===== config.mk =====
export PLATFORM = sky130hd
export DESIGN_NAME = qspi_edge_sync
export DESIGN_NICKNAME = d
export VERILOG_FILES = /design/src/rtl/qspi_edge_sync.sv
export SDC_FILE = /design/constraint.sdc
export NUM_CORES = 1
export LEC_CHECK = 0
export ABC_AREA = 1
export BUFFER_PORTS_ARGS = -buffer_cell sky130_fd_sc_hd__buf_2
export CAP_MARGIN = 20
export CORE_AREA = 5 5 42 44
export CTS_CLUSTER_SIZE = 12
export DETAILED_ROUTE_END_ITERATION = 8
export DIE_AREA = 0 0 47 49
export GPL_ROUTABILITY_DRIVEN = 0
export PLACE_DENSITY = 0.57
export SLEW_MARGIN = 20
export SYNTH_ARGS = -nofsm -noshare
export SYNTH_HDL_FRONTEND = slang
export SYNTH_SLANG_ARGS = --single-unit

===== constraint.sdc =====
create_clock -name clk -period 0.8 [get_ports clk]
set_clock_uncertainty 0.15 [all_clocks]
set_input_delay 0.08 -clock clk [delete_from_list [all_inputs] [get_ports clk]]
set_output_delay 0.08 -clock clk [all_outputs]
set_load 0.1 [all_outputs]

===== src/rtl/qspi_edge_sync.sv =====
// Two-flop synchroniser for the QSPI bus plus SCLK edge and chip-select transition pulses.
module qspi_edge_sync #(
    parameter int NUM_CS = 2
) (
    input  logic              clk,
    input  logic              i_sclk,
    input  logic [NUM_CS-1:0] i_cs_n,
    input  logic [3:0]        i_io,
    output logic              o_sclk_rise,
    output logic              o_sclk_fall,
    output logic              o_cs_fall,
    output logic              o_cs_rise,
    output logic [NUM_CS-1:0] o_cs_n,
    output logic [3:0]        o_io
);

    logic              r_sclk_m, r_sclk_s, r_sclk_q;
    logic [NUM_CS-1:0] r_cs_m, r_cs_s, r_cs_q;
    logic [3:0]        r_io_m, r_io_s;

    // Left unreset so a reset mid-transaction cannot fake an all-deselected bus.
    always_ff @(posedge clk) begin
        r_sclk_m <= i_sclk;
        r_sclk_s <= r_sclk_m;
        r_sclk_q <= r_sclk_s;
        r_cs_m   <= i_cs_n;
        r_cs_s   <= r_cs_m;
        r_cs_q   <= r_cs_s;
        r_io_m   <= i_io;
        r_io_s   <= r_io_m;
    end

    assign o_sclk_rise = r_sclk_s & ~r_sclk_q;
    assign o_sclk_fall = ~r_sclk_s & r_sclk_q;
    assign o_cs_fall   = (&r_cs_q) & ~(&r_cs_s);
    assign o_cs_rise   = (&r_cs_s) & ~(&r_cs_q);
    assign o_cs_n      = r_cs_s;
    assign o_io        = r_io_s;

endmodule


Word level (Yosys, flattened, before mapping)
Index checks and enable logic that the tools add are counted.
{ "totals": {"register_bits": 17, "input_bits": 8, "wordCells": 18} }
{ "op_classes": {"bitwise_logic": 8, "n_reduce_logical": 2} }
{ "ops": {"columns": ["op", "count"], "rows": [
  ["1-bit bitwise AND", 4],
  ["1-bit inverter", 4],
  ["2-bit AND reduction", 2]
]} }

Depth between registers and ports, before layout
Gate-level depths: netlist of run 1.
{ "logic_depth": {"ltp_word": 3, "ltp_mapped": 3, "mapped_depth_nobuf": 3} }

Worst setup path before layout of run 1
No wires, ideal clock.
{ "synth_timing": {"path_kind": "reg2out", "from": "register r_cs_s[0], in the netlist o_cs_n[0]", "to": "output port o_cs_rise", "t_arrival_ps": 2406, "t_required_ps": 570, "slack_ps": -1836, "stages_incl_launch_ff": 3, "path_cell_list": "dfxtp_1 > nand2_1 > nor2_1"} }
{ "synth_via": {"elab_chain_cells": 2} }
{ "synth_lines": {"columns": ["element", "line", "text"], "rows": [
  ["start: declaration", "18", "logic [NUM_CS-1:0] r_cs_m, r_cs_s, r_cs_q;"],
  ["start signal: assignment", "27", "r_cs_s <= r_cs_m;"],
  ["2-bit AND reduction", "36", "assign o_cs_rise = (&r_cs_s) & ~(&r_cs_q);"],
  ["1-bit bitwise AND", "36", null],
  ["end: declaration", "12", "output logic o_cs_rise,"]
]} }
No other way between the ends.

Final worst setup path of run 1
{ "layout_timing": {"from": "register r_cs_s[0], in the netlist o_cs_n[0]", "to": "output port o_cs_fall"} }
{ "layout_via": {"elab_chain_cells": 3} }
{ "layout_lines": {"columns": ["element", "line", "text"], "rows": [
  ["2-bit AND reduction", "35", "assign o_cs_fall = (&r_cs_q) & ~(&r_cs_s);"],
  ["1-bit inverter", "35", null],
  ["1-bit bitwise AND", "35", null],
  ["end: declaration", "11", "output logic o_cs_fall,"]
]} }
No other way between the ends.

==> results_dict.tcl, run 1 <==
set metrics [dict create \
    p_clk_share_pct 24.2 \
    drtPass1Iterations 2 \
    finalCritPeriodShare_pct 156.7 \
    drtIter0Drc 1 \
    pre_cts_ws_ns -0.2065 \
    port_buffers 17 \
    switching_share_pct 29.02 \
    relSlewSlack_pct 93.68 \
    n_fill_cell 117 \
    synth_cell_types 4 \
    synthTopCellsByArea "dfxtp_1 90%, inv_1 4.0%, nor2_1 4.0%" \
    fmax_mhz 797.7 \
    num_vias 257 \
    stdcell_count 73 \
    start_util_pct 26.96 \
    path_class "flop to primary output" \
    synth_top_area_share_pct 90.07 \
    layout_setup_ws_ns -0.4536 \
    cts_tree "yes" \
    crit_fanout 2 \
    post_cts_buffers 0 \
    power_density_mw_per_mm2 2097 \
    max_cap_violations 0 \
    end_kind "primary output" \
    cts_buffer_depth 2 \
    io_pins 18 \
    clk-insertion-delay-late_ns 0.27 \
    hold_viol_final 0 \
    grt_max_degree 11 \
    critPathArrivalTime_ns 1.02 \
    crit_path_start_kind "flop" \
    die_area_mm2 0.002303 \
    power.leakage_nw 0.3662 \
    maxSlewViolCount 0 \
    core_mm2 0.001401 \
    clock_sinks 17 \
    dp.cells 62 \
    cts_max_level 1 \
    hold_slack_ns 0.1731 \
    synthCells 27 \
    antenna_found_initial 0 \
    antenna_cells 0 \
    finish.net_count 66 \
    cp.required_ns 0.57 \
    path_clk_slew_ns 0.09 \
    internal-power_mw 1.225 \
    drt-total-wl_um 648 \
    p_switching_uw 501.1 \
    die_w_um 47 \
    outcome "complete, but fails checks" \
    avgRoutedWirePerCell_um 8.877 \
    vias_per_cell 3.521 \
    setup_viol 10 \
    ys_seq_area_share_pct 90.07 \
    syn_to_final_growth_pct 117.9 \
    netlist_area_um2 377.9 \
    die_h_um 49 \
    grt.total_usage_pct 7.255 \
    synth_area_per_cell_um2 13.99 \
    grt_pass1_vias 271 \
    ant_nets 0 \
    row_count 14 \
    seqPwrFrac_pct 52.7 \
    rsz0062_at_grt "true" \
    combPwrFrac_pct 23.1 \
    numCtsBuffers 3 \
    peakVddDrop_mv 1.324 \
    tightest_slew_ns 0.09464 \
    synth_fp_nets 35 \
    synth_top_area_cell "dfxtp_1" \
    final_core_util_pct 58.75 \
    hp-class "flop to flop" \
    drive_above_1_share_pct 70.18 \
    drc 0 \
    grt_pass1_wl_um 1152 \
    violations "negative setup slack" \
    cts_root_buf "clkbuf_4" \
    synth_seq_cells 17 \
    synth_warnings 0 \
    grt_overflow 0 \
    period_minus_slack_ns 1.254 \
]
[critical path, stage by stage (launching register included)]
cell     delay (ns)
dfxtp_4        0.36
nand2_4        0.08
inv_2          0.04
nor2_4         0.09
buf_12         0.18
[path summary, 6_finish.rpt]
check | cells past startpoint | endpoint | slack, ns | startpoint
setup / recovery | 4 | o_cs_fall | -0.45 | o_cs_n[0]
hold / removal | 0 | o_io[0] | 0.17 | r_io_m[0]
setup reg to reg | 1 | r_cs_q[1] | 0.08 | o_cs_n[1]
hold reg to reg | 0 | o_io[0] | 0.17 | r_io_m[0]
[cell usage after synthesis]
master	count
nand2_1	2
inv_1	4
nor2_1	4
dfxtp_1	17
[cell families (layout without fill, tap and decap cells)]
kind of cell / after synthesis / after routing / synth area share, %
flops: 17 / 17 / 90.07
simple gates: 6 / 6 / 5.960
buf+inv: 4 / 34 / 3.972
[power groups by stage]
stage | combinational (mW) | sequential, mW | clock, mW
6_report | 0.398 | 0.910 | 0.418
5_1_grt | 0.410 | 0.917 | 0.482
4_1_cts | 0.399 | 0.912 | 0.439
3_5_place_dp | 0.368 | 0.930 | 0
3_3_place_gp | 0.367 | 0.928 | 0
2_1_floorplan | 0.106 | 1.04 | 0
[metrics by stage]
step	total power, mW	area, µm²	TNS, ns
after global routing	1.808	823.3	-3.715
after floorplan	1.147	440.4	-1.642
after detailed placement	1.298	710.7	-0.7133
after global placement	1.295	710.7	-0.6813
after CTS	1.750	818.3	-3.408
final	1.727	823.3	-3.268
[metal layers]
layer  GRT usage (%)  vias to the layer above  routed length [µm]  share of wire, %
li1                -                      136                   -                 -
met1           6.803                      111                 230                35
met4           4.147                        0                   0                 0
met5               0                        -                   0                 0
met3           4.428                        0                  59               9.1
met2           11.54                       10                 359                55
[layout by cell type (no fill, tap or decap)]
cell and n:
clkbuf_4 3, dfxtp_2 1, nand2_4 1, nand2_2 1
inv_2 2, dfxtp_4 7, buf_12 10, dlygate4sd3_1 7
nor2_4 4, dfxtp_1 9, inv_1 1, inv_4 1
clkinv_2 1, buf_2 7, buf_6 2
[flip-flops by register name, summed over array words and instances (netlist names)]
signal    cells
r_io_m        4
r_cs_m        2
r_sclk_s      1
o_cs_n        2
r_sclk_q      1
r_cs_q        2
r_sclk_m      1
o_io          4
[what timing repair did]
action,in CTS,in global routing
resized for setup,4,2
hold endpoints to repair,7,0
endpoints found under the setup margin,10,10
hold buffers,7,0
pin swaps,3,0
[area by class of cell]
type / instances / area [µm²] / share of cell area, %
Sequential cell: 17 / 367.9 / 44.68
Tap cell: 16 / 20.02 / 2.432
Timing Repair Buffer: 26 / 327.8 / 39.82
Inverter: 4 / 17.52 / 2.128
Clock inverter: 1 / 5.005 / 0.6079
Multi-Input combinational cell: 6 / 62.56 / 7.599
Clock buffer: 3 / 22.52 / 2.736
No activity file was read; power rests on OpenSTA's default activity.
==> run 2, diff against run 1 <==
- ABC_AREA: 1 -> default
- PLACE_DENSITY: 0.57 -> 0.59
- clock period: 0.8 -> 1 ns (I/O delays scaled with it)
==> results_dict.tcl, run 2 <==
set metrics [dict create \
    async_flop_share_pct 0 \
    ys.flop_type "dfxtp_1" \
    post_dp_cell_area_um2 688.2 \
    synthCells 22 \
    max_cap_violations 0 \
    period_minus_slack_ns 1.312 \
    path_clk_slew_ns 0.08 \
    synth_fp_nets 30 \
    peakVddDrop_mv 1.174 \
    maxSlewViolCount 0 \
    wl_met3_um 37 \
    violations "negative setup slack" \
    num_vias 260 \
    power.leakage_nw 0.3557 \
    hold_viol_final 0 \
    p_total_mw 1.387 \
    grt_pass1_wl_um 1152 \
    io_pins 18 \
    ys_seq_area_share_pct 92.52 \
    synth_edf_count 0 \
    synth_warnings 0 \
    cts_root_buf "clkbuf_4" \
    setup_viol 10 \
    netlist_area_um2 367.9 \
    end_kind "primary output" \
    clk-insertion-delay-late_ns 0.27 \
    synth_seq_cells 17 \
    syn_to_final_growth_pct 118.7 \
    antenna_cells 0 \
    drtIter0Drc 0 \
    port_buffers 17 \
    rsz0062_at_grt "true" \
    crit_fanout 2 \
    numCtsBuffers 3 \
    register_area_um2 355.3 \
    cts_buffer_depth 2 \
    core_mm2 0.001401 \
    drive_above_1_share_pct 69.81 \
    cts_max_level 1 \
    synth_cell_types 5 \
    synthTopCellsByArea "dfxtp_1 93%, nor2b_1 3.4%, and3_1 1.7%" \
    tightest_slew_ns 0.1312 \
    relSlewSlack_pct 91.24 \
    path_cells "nand2_4 -> and3_4 -> buf_12" \
    avgRoutedWirePerCell_um 9.826 \
    final_common_cell "buf_12" \
    hold_slack_ns 0.1776 \
    wl_met2_um 432 \
    dp.cells 57 \
    antenna_found_initial 0 \
    fin_area_um2 804.5 \
    synth_top_area_share_pct 92.52 \
    drtPass1Iterations 1 \
    start_util_pct 26.25 \
    outcome "complete, but fails checks" \
    crit_path_start_kind "flop" \
    synth.top_cells.by_count "17 x dfxtp_1, 2 x nor2b_1, 1 x a21oi_1, 1 x and3_1, 1 x nand2_1" \
    cpPeakStageDelay_ns 0.36 \
    grt_max_degree 11 \
    top_layer_used "met3" \
    drc 0 \
    die_h_um 49 \
    grt_overflow 0 \
    stdcell_count 69 \
    ant_nets 0 \
    final_cell_mix "10 x buf_12, 9 x dfxtp_1, 7 x dlygate4sd3_1, 7 x buf_2, 6 x dfxtp_2" \
    n_fill_cell 114 \
    multiInputGateArea_um2 66.31 \
    vias_per_cell 3.768 \
    finalCritPeriodShare_pct 131.2 \
    yosysMostFrequentCell "dfxtp_1" \
    cts_tree "yes" \
    die_area_mm2 0.002303 \
    dpl.hpwl_um 523.6 \
    pre_cts_ws_ns -0.03130 \
    cp.required_ns 0.75 \
    grt.total_usage_pct 7.026 \
    grt_pass1_vias 273 \
    path_class "flop to primary output" \
    fmax_mhz 762.2 \
    finish.net_count 62 \
    hp-class "flop to flop" \
    synth_area_per_cell_um2 16.72 \
    layout_setup_ws_ns -0.3121 \
    critPathArrivalTime_ns 1.06 \
    die_w_um 47 \
    clock_sinks 17 \
    power_density_mw_per_mm2 1724 \
    row_count 14 \
    slowest_stage "dfxtp_4" \
    drt-total-wl_um 678 \
    synth_top_area_cell "dfxtp_1" \
    drt-met1-wl_um 207 \
]
-- run 2: cell types whose count changed in the layout (fill, tap and decap cells not counted), sizes merged --
cell / delta
nand2: -1
and3: +1
a21oi: +1
buf: +1
nor2: -4
nor2b: +2
inv: -4
-- run 2: timing repair --
item / 4_1_cts / 5_1_grt
hold buffers: 7 / 0
pin swaps: 0 / 1
cloned: 0 / 0
buffers inserted: 2 / 1
resized for setup: 3 / 1
hold endpoints to repair: 7 / 0
setup endpoints to repair: 10 / 10
-- run 2: kinds of logic after synthesis --
group,share of synthesized area [%]
compound gates,1.359
flops,92.52
simple gates,6.122
-- run 2: metrics by stage --
step                      setup TNS (ns)  utilization, %
final                             -1.647           57.41
after global routing              -2.057           57.41
after CTS                         -1.739           57.41
after detailed placement        -0.03130           49.11
after global placement          -0.02497           49.11
after floorplan                  -0.9528               -
-- run 2: power by group --
group	internal (mW)	switching [mW]	total, mW
registers	0.714	0.0232	0.737
clock network	0.148	0.186	0.334
logic	0.130	0.186	0.316
-- run 2: worst paths after layout --
| check | from | endpoint | slack [ns] | cells past startpoint |
|---|---|---|---|---|
| worst min-delay path | r_cs_m[1] | o_cs_n[1] | 0.18 | 0 |
| worst max register to register | o_cs_n[1] | r_cs_q[1] | 0.16 | 2 |
| worst min register to register | r_cs_m[1] | o_cs_n[1] | 0.18 | 0 |
| worst max-delay path | o_cs_n[1] | o_cs_fall | -0.31 | 3 |
-- run 2: area by class of cell --
| cell class | count | share of cell area [%] |
|---|---|---|
| clock inverters | 1 | 0.6221 |
| well taps | 16 | 2.488 |
| flip-flops and latches | 17 | 44.17 |
| clock buffers | 3 | 2.799 |
| multi-input cells | 5 | 8.243 |
| repair buffers | 27 | 41.68 |
-- run 2: critical path: cells and delay by family (launching register included) --
kind,cells,cell delay (ns)
buf+inv,1,0.17
simple gates,2,0.26
flops,1,0.36
-- run 2: per-layer routing --
metal / up-vias / track usage (%)
met2: 7 / 11.99
met4: 0 / 2.765
met3: 0 / 3.321
met1: 124 / 6.982
met5: - / 0
li1: 129 / -
==> run 3, diff against run 2 <==
- HOLD_SLACK_MARGIN: default -> 0.12
- TNS_END_PERCENT: default -> 10
==> results_dict.tcl, run 3 (synthesized netlist as in run 2, its figures left out) <==
set metrics [dict create \
    drc 0 \
    path_cells "nand2_4 -> and3_4 -> buf_12" \
    post_dp_cell_area_um2 680.7 \
    pre_cts_ws_ns -0.02738 \
    grt_pass1_wl_um 1110 \
    avgRoutedWirePerCell_um 9.014 \
    die_h_um 49 \
    num_vias 250 \
    register_area_um2 355.3 \
    start_util_pct 26.25 \
    internal-power_uw 991.7 \
    die_area_mm2 0.002303 \
    fmax_mhz 765.3 \
    row_count 14 \
    seqPwrFrac_pct 53.3 \
    period_minus_slack_ns 1.307 \
    path_class "flop to primary output" \
    hold_slack_ns 0.1737 \
    power_density_mw_per_mm2 1717 \
    tightest_slew_ns 0.1430 \
    drtPass1Iterations 1 \
    drtIter0Drc 0 \
    grt.total_usage_pct 6.738 \
    combPwrFrac_pct 22.8 \
    end_kind "primary output" \
    antenna_cells 0 \
    syn_to_final_growth_pct 118.7 \
    crit_path_start_kind "flop" \
    maxSlewViolCount 0 \
    path_clk_slew_ns 0.09 \
    cts_max_level 1 \
    fin_area_um2 804.5 \
    critPathArrivalTime_ns 1.06 \
    clk-insertion-delay-late_ns 0.27 \
    grt_max_degree 11 \
    cpPeakStageDelay_ns 0.36 \
    cts_root_buf "clkbuf_4" \
    critPathTopFamily "flip-flops" \
    final_cell_mix "10 x buf_12, 9 x dfxtp_1, 7 x dlygate4sd3_1, 7 x buf_2, 6 x dfxtp_2" \
    cts_buffer_depth 2 \
    cp.required_ns 0.75 \
    p_switching_uw 389.9 \
    multiInputGateArea_um2 66.31 \
    layout_setup_ws_ns -0.3066 \
    finalCritPeriodShare_pct 130.7 \
    worstPathBufferInverterCount 1 \
    hold_depth 0 \
    power.leakage_nw 0.3557 \
    die_w_um 47 \
    violations "negative setup slack" \
    io_pins 18 \
    switching_share_pct 28.22 \
    cts_tree "yes" \
    hold_viol_final 0 \
    final_common_cell "buf_12" \
    antenna_found_initial 0 \
    path_depth 3 \
    n_fill_cell 119 \
    p_total_mw 1.382 \
    port_buffers 17 \
    numCtsBuffers 3 \
    drt-total-wl_um 622 \
    clock_sinks 17 \
    setup_viol 10 \
    core_mm2 0.001401 \
    r2r-start "o_cs_n[1]" \
    max_cap_violations 0 \
    relSlewSlack_pct 90.45 \
    r2r_cells 2 \
    slowest_stage "dfxtp_4" \
    ant_nets 0 \
    grt_pass1_vias 269 \
    hp-class "flop to flop" \
    vias_per_cell 3.623 \
    hold_start "r_io_m[3]" \
    final_core_util_pct 57.41 \
    drive_above_1_share_pct 69.81 \
    rsz0062_at_grt "true" \
    crit_fanout 2 \
    crit_start "o_cs_n[1]" \
    p_clk_share_pct 23.9 \
    outcome "complete, but fails checks" \
    finish.net_count 62 \
    peakVddDrop_mv 1.201 \
    grt_overflow 0 \
]
## run 3: area by class of cell
type                       instances  share of cell area (%)
sequential                        17                   44.17
timing repair buffer              27                   41.68
multi-input combinational          5                   8.243
tap                               16                   2.488
clock inverter                     1                  0.6221
clock buffer                       3                   2.799
## run 3: worst paths after layout
path	slack, ns	end
min	0.17	o_io[3]
max reg2reg	0.16	r_cs_q[1]
min reg2reg	0.17	o_io[3]
max	-0.31	o_cs_fall
## run 3: stage by stage
stage,TNS (ns),std cells
detailed placement,-0.02738,57
floorplan,-1.669,22
global placement,-0.02613,57
finish,-1.597,69
CTS,-1.638,68
global route,-2.078,69
## run 3: worst register-to-register path, cell delays in order, from the launching register on
cell	delay, ns
dfxtp_4	0.36
buf_4	0.13
buf_6	0.11
## run 3: layer usage
layer / track usage (%) / vias up / wire, µm
met4: 2.765 / 0 / 0
met2: 11.54 / 7 / 389
met3: 2.952 / 0 / 47
met5: 0 / - / 0
li1: - / 133 / -
met1: 6.742 / 110 / 185
## run 3: power by group through the flow
stage	Combinational [mW]	Clock, mW	Sequential, mW
6_report	0.315	0.331	0.736
4_1_cts	0.312	0.346	0.737
5_1_grt	0.323	0.388	0.742
3_3_place_gp	0.287	0	0.748
3_5_place_dp	0.288	0	0.750
2_1_floorplan	0.0784	0	0.837
## run 3: repair_timing
action	4_1_cts	5_1_grt
hold buffers	7	0
pin swaps	0	1
resized for setup	8	1
setup buffers	0	1
setup endpoints to repair	10	10
hold endpoints to repair	7	0
